$ cat config.mk
export PLATFORM = sky130hd
export DESIGN_NAME = fetch_queue
export DESIGN_NICKNAME = d
export VERILOG_FILES = /design/src/rtl/fetch_queue_pkg.sv /design/src/rtl/fetch_queue.sv
export SDC_FILE = /design/constraint.sdc
export NUM_CORES = 1
export LEC_CHECK = 0
export CORE_UTILIZATION = 30
export DETAILED_ROUTE_END_ITERATION = 16
export GPL_ROUTABILITY_DRIVEN = 1
export GPL_TIMING_DRIVEN = 0
export HOLD_SLACK_MARGIN = 0.15
export SYNTH_ARGS = -nofsm -noshare
export SYNTH_HDL_FRONTEND = slang
export SYNTH_SLANG_ARGS = --single-unit
$ cat constraint.sdc
create_clock -name clk -period 7.29 [get_ports clk]
set_clock_uncertainty 0.2 [all_clocks]
set_input_delay 1.0935 -clock clk [delete_from_list [all_inputs] [get_ports clk]]
set_output_delay 1.0935 -clock clk [all_outputs]
set_load 0.05 [all_outputs]
$ cat src/rtl/fetch_queue_pkg.sv
// Front-end shared types: fetch queue entry layout
// and the boot PC shared with the PC generator.
package fetch_queue_pkg;

  localparam logic [31:0] RESET_PC = 32'h1c000000;

  typedef struct packed {
    logic [28:0] pc_hi;
    logic [63:0] inst;
    logic [1:0]  mask;
  } fetch_entry_t;

endpackage

$ cat src/rtl/fetch_queue.sv
// Instruction fetch queue: buffers 2-instruction packets
// and feeds decode one instruction per cycle.
module fetch_queue
  import fetch_queue_pkg::*;
#(
  parameter int DEPTH = 4
) (
  input  logic        clk,
  input  logic        rst_n,
  input  logic        flush_i,
  input  logic        fetch_valid_i,
  input  logic [31:0] fetch_pc_i,
  input  logic [63:0] fetch_inst_i,
  output logic        stall_o,
  output logic        inst_valid_o,
  output logic [31:0] inst_o,
  output logic [31:0] inst_pc_o,
  input  logic        inst_ready_i
);

  localparam int AW = $clog2(DEPTH);
  localparam logic [AW:0] FULL = DEPTH[AW:0];
  localparam logic [AW:0] HIGH = FULL - 1'b1;

  fetch_entry_t  r_q [DEPTH];
  logic [AW-1:0] r_wr;
  logic [AW-1:0] r_rd;
  logic [AW:0]   r_cnt;

  fetch_entry_t  w_head;
  fetch_entry_t  w_new;
  logic          w_sel;
  logic          w_push;
  logic          w_pop;
  logic          w_retire;
  logic [1:0]    w_mask_nxt;

  assign w_head = r_q[r_rd];

  // Head slot select; a dead (mask 0) head reads as slot 0
  always_comb begin
    w_sel      = w_head.mask[1] & ~w_head.mask[0];
    w_mask_nxt = w_head.mask;
    w_mask_nxt[w_sel] = 1'b0;
  end

  assign inst_valid_o = (r_cnt != '0);
  assign inst_o       = w_sel ? w_head.inst[63:32]
                              : w_head.inst[31:0];
  assign inst_pc_o    = {w_head.pc_hi, w_sel, 2'b00};
  assign stall_o      = (r_cnt >= HIGH);

  assign w_push   = fetch_valid_i & ~flush_i
                  & (r_cnt < FULL);
  assign w_pop    = inst_valid_o & inst_ready_i;
  assign w_retire = w_pop & (w_mask_nxt == 2'b00);

  // Entry to be written for an accepted packet
  always_comb begin
    w_new.pc_hi = fetch_pc_i[31:3];
    w_new.inst  = fetch_inst_i;
    w_new.mask  = fetch_pc_i[2] ? 2'b10 : 2'b11;
  end

  // Storage array: push writes at wr, pop clears head slot
  always_ff @(posedge clk) begin
    if (!rst_n) begin
      for (int i = 0; i < DEPTH; i++) begin
        r_q[i] <= '0;
      end
    end else if (flush_i) begin
      for (int i = 0; i < DEPTH; i++) begin
        r_q[i].mask <= 2'b00;
      end
    end else begin
      if (w_pop) begin
        r_q[r_rd].mask <= w_mask_nxt;
      end
      if (w_push) begin
        r_q[r_wr] <= w_new;
      end
    end
  end

  // Pointers and occupancy count
  always_ff @(posedge clk) begin
    if (!rst_n || flush_i) begin
      r_wr  <= '0;
      r_rd  <= '0;
      r_cnt <= '0;
    end else begin
      if (w_push) begin
        r_wr <= r_wr + 1'b1;
      end
      if (w_retire) begin
        r_rd <= r_rd + 1'b1;
      end
      case ({w_push, w_retire})
        2'b10:   r_cnt <= r_cnt + 1'b1;
        2'b01:   r_cnt <= r_cnt - 1'b1;
        default: r_cnt <= r_cnt;
      endcase
    end
  end

endmodule

Yosys cells after proc, flatten, opt, wreduce, memory -nomap -nowiden
Memory sizes are Yosys's and may differ from the RTL's. A register that Yosys moved wholly into a read port is not among the register bits.
Index checks and enable logic that the tools add are counted.
{ "totals": {"register_bits": 7, "ram_bits": 380, "input_bits": 101, "out_inout_bits": 66, "wordCells": 64, "memories": 1} }
{ "mem_list": {"columns": ["memory", "words", "word_bits", "rd", "rd_ports_with_merged_regs", "wr", "line", "rtl"], "rows": [
  ["r_q", 4, 95, 1, 1, 4, "fetch_queue.sv:25", "fetch_entry_t r_q [DEPTH];"]
]} }
{ "op_classes": {"n_addsub": 4, "order_cmp": 4, "n_eq_ne": 2, "n_mux": 29, "n_bitwise": 13, "reduce_logical": 8} }
{ "ops": {"columns": ["operator", "count"], "rows": [
  ["$mux W95", 2],
  ["$reduce_or A95 Y1", 2],
  ["$mux W32", 1],
  ["$mux W2", 10],
  ["$mux W1", 14],
  ["$pmux W3 S2", 1],
  ["$and A1 B1 Y1", 5],
  ["$add A2 B1 Y2 const B", 2],
  ["$or A1 B1 Y1", 4],
  ["$add A3 B1 Y3 const B", 1],
  ["$ge A3 B2 Y1 const B", 1],
  ["$lt A3 B3 Y1 const B", 1],
  ["$reduce_bool A3 Y1", 1],
  ["$sub A3 B1 Y3 const B", 1],
  ["$and A2 B2 Y2", 1],
  ["$eq A2 B1 Y1 const B", 1],
  ["$eq A2 B2 Y1 const B", 1],
  ["$logic_not A2 Y1", 1],
  ["$lt A1 B2 Y1 const B", 1],
  ["$not A1 Y1", 2],
  ["$not A2 Y2", 1],
  ["$reduce_bool A2 Y1", 1],
  ["$demux W1 S1", 1],
  ["$ge A1 B1 Y1 const B", 1],
  ["other kinds (3)", 3]
]} }

Logic depth before layout (Yosys ltp)
{ "depth": {"ltp_word": 12, "depth_mapped": 9, "mapped_depth_nobuf": 8} }

Worst setup path after synthesis
No wires, ideal clock.
{ "synth_path": {"path_type": "input port to flip-flop", "from": "in fetch_valid_i", "to": "mem r_q[2][10] (netlist bit) (enable)", "setup_ns": 0.455, "arrival_time_ns": 3.906, "required_time_ns": 6.635, "setup_slack_ns": 2.728, "path_stages": 5, "n_path_buf": 2, "path_cell_list": "nor4bb_1 clkbuf_1 clkbuf_1 nand2_1 nand2_1"} }
{ "synth_lines": {"columns": ["element", "line", "rtl"], "rows": [
  ["from (decl)", "fetch_queue.sv:11", "input logic fetch_valid_i,"],
  ["to (decl)", "fetch_queue.sv:25", null]
]} }

==> flow_summary_export.csv <==
group,metric,value,unit
route,drcViolationCount,0,
route,drt-pass1-iter-count,5,
clock_network,cts.reportedPaths.clkPinSlew,60,ps
clock_network,post-cts-setup-buffer-count,0,
global_route,grt_pass1_wl,72.7,mm
global_route,antenna_found_initial,12,
route,wl_per_cell,24.0,µm
clock_network,cts_buffers,40,
clock_network,root_buffer,"clkbuf_16",
yosys,yosys_most_used_dff,"edfxtp_1",
clock_network,cts.path.max_buffers,3,
hold_path,holdPathStages,2,
cells_and_area,area_growth,24.0,%
place,dpl.hpwl,32.9,mm
cells_and_area,final_nets,1405,
route,wl_met1,20.0,mm
worst_setup_path,cpMaxStageDelayCell,"clkdlybuf4s50_1",
cells_and_area,stdcell_count,2093,
sta,slew-limit-headroom,33.9,%
flow_run,maxCapViolCount,0,
worst_setup_path,critPathMaxStageDelay,860,ps
floorplanning,die_y,244,µm
worst_setup_path,r2r-end,"r_q[2][60]",
clock_network,hold_buffers,0,
yosys,yosys.area.top_type,"edfxtp_1",
sta,timing.setup.tns,0,ps
sta,hold_viol,0,
power,leakagePower,0.00883,µW
route,wl_met2,24.8,mm
sta,whs,326,ps
route,highest_layer,"met5",
yosys,yosysSeqAreaShare,66.0,%
hold_path,min_from,"r_rd[1]",
sta,rsz0062_at_grt,"false",
yosys,synth_top_area_share,64.5,%
place,dp_cells,2017,
sta,setup_viol,0,
worst_setup_path,critical_path_arrival,3720,ps
global_route,grt_pass1_vias,11200,
cells_and_area,regArea,11600,µm²
power,total_power,5270,µW
clock_network,postCtsResizedCells,0,
sta,tightestPinTransition,992,ps
clock_network,cts_tree,"yes",
power,ir_worst_vdd,0.134,mV
sta,post-route-min-period,5010,ps
worst_setup_path,cp-start-kind,"flop",
yosys,ys_warn_count,0,
status,status,"completed",
worst_setup_path,critPathRequiredTime,6000,ps
worst_setup_path,path_cells,"buf_2, buf_2, clkbuf_1, mux4_2, clkdlybuf4s50_1",
yosys,avgSynthCellArea,16.2,µm²
clock_network,h-tree-depth,2,
floorplanning,die_x,244,µm
power,powerDensity,243,nW/µm²
hold_path,hold_class,"flop to flop",
place,gp_congestion,0.760,
clock_network,clock_sinks,389,
floorplanning,dieArea,59300,µm²
global_route,grt_max_degree,48,
sta,clock.fmax,0.200,GHz
route,vias,10600,
cells_and_area,layout-drive-gt1-share,16.8,%
global_route,grt-ovfl-total,0,
place,numPortBuffers,162,
yosys,synth_enable_flop_cells,376,
yosys,netlist_instances,1082,
worst_setup_path,reg2reg_slack,3760,ps
worst_setup_path,end_kind,"output pin",
yosys,synthMostInstantiatedCell,"edfxtp_1",
route,viasPerCell,5.08,
sta,drv_slew,0,
yosys,synth.distinct_cells,34,
yosys,synthTopCellsByCount,"edfxtp_1, and3_1, mux4_2",
route,drtIter0Drc,906,
worst_setup_path,rr_startpoint,"r_cnt[2]",
yosys,async_flop_share,0,%
floorplanning,core-area,57700,µm²
route,met3RoutedLength,3.81,mm
route,finalWirelength,50.1,mm
cells_and_area,multi_input_area,5460,µm²
yosys,synthTopCellsByArea,"edfxtp_1, and3_1, mux4_2",
cells_and_area,n_fill_cell,5417,
worst_setup_path,path_class,"flop to output pin",
floorplanning,rows,88,
route,postRouteAntennaNets,0,
yosys,netlist_area,17500,µm²
worst_setup_path,r2r_cells,6,
sta,final.period_utilization,68.7,%
global_route,grt_use_total,16.6,%
worst_setup_path,crit_fanout,10,
worst_setup_path,crit_top_cell,"buf_2",
clock_network,clock_latency,550,ps
floorplanning,boundaryPins,167,
yosys,synth_seq_cells,389,
floorplanning,initial_core_util,30.4,%
## critical path, delay by kind of cell, from the launching register on
kind                   cells  cell delay (ps)
DFF                        1              510
buffers and inverters      4             2320
muxes                      1              350
## kinds of logic (layout without fill, tap and decap cells)
family,count (synthesis),in the layout,synth area share [%]
other,1,4,0.0214
adder cells (fa/ha/maj),10,10,0.757
buffers and inverters,124,367,3.05
XOR/XNOR,3,3,0.150
AO/OA/AOI/OAI,15,15,0.614
AND/OR/NAND/NOR,409,409,14.3
multiplexers,131,131,15.1
flip-flops,389,389,66.0
## cells in the final DEF, fill, tap and decap left out, drive strengths merged, types with 2 or more instances in the layout
cell type / netlist / final
edfxtp: 376 / 376
and3: 372 / 372
clkdlybuf4s50: 0 / 162
clkbuf: 91 / 138
mux4: 95 / 95
mux2: 34 / 34
buf: 20 / 27
clkinv: 0 / 18
inv: 13 / 13
dfxtp: 13 / 13
nor2: 11 / 11
nand2: 11 / 11
ha: 9 / 9
nand3: 8 / 8
o211ai: 8 / 8
bufinv: 0 / 7
a21oi: 3 / 3
diode: 0 / 2
or3: 2 / 2
xor2: 2 / 2
mux2i: 2 / 2
conb: 1 / 2
clkinvlp: 0 / 2
nand2b: 2 / 2
## per-layer routing
| layer | vias up | GRT usage [%] |
|---|---|---|
| met5 | - | 0 |
| met4 | 22 | 5.26 |
| met3 | 103 | 4.13 |
| met2 | 389 | 27.8 |
| met1 | 5385 | 21.1 |
| li1 | 4723 | - |
## worst max path at each step
| stage | from | end | slack (ps) |
|---|---|---|---|
| 6_report | flop | inst_pc_o[30] | 2280 |
| 3_3_place_gp | rst_n | r_q[1][52] | -350 |
| 5_1_grt | flop | inst_pc_o[30] | 2190 |
| 4_1_cts | flop | inst_pc_o[30] | 2240 |
| 2_1_floorplan | fetch_valid_i | r_q[2][10] | 2730 |
| 3_5_place_dp | rst_n | r_q[2][70] | 2250 |
## flip-flops by register name, summed over array words and instances, names as in the netlist, named ones only
register and cells:
r_cnt 3, r_wr 2, r_q 380, r_rd 2
## report_power, final
group / total, µW / internal, µW / switching (µW)
Sequential: 2560 / 2540 / 23.4
Clock: 2180 / 1300 / 877
Combinational: 521 / 203 / 317
Total: 5270 / 4050 / 1220
## stage by stage
stage                     instance area (µm²)  setup slack (ps)  utilization, %
after global routing                    21700              2190            37.6
after CTS                               21700              2240            37.6
final                                   21700              2280            37.6
after floorplan                         17500              2730               -
after global placement                  20100              -353            34.8
after detailed placement                20300              2250            35.2
## layout make-up
type	count	share of cell area, %
Antenna cell	2	0.0231
Buffer	111	2.24
Clock buffer	47	4.93
Clock inverter	27	1.49
Inverter	13	0.225
Multi-Input combinational cell	570	25.2
Sequential cell	389	53.2
Tap cell	765	4.41
Timing Repair Buffer	169	8.32
Power figures use the tool's default switching activity.
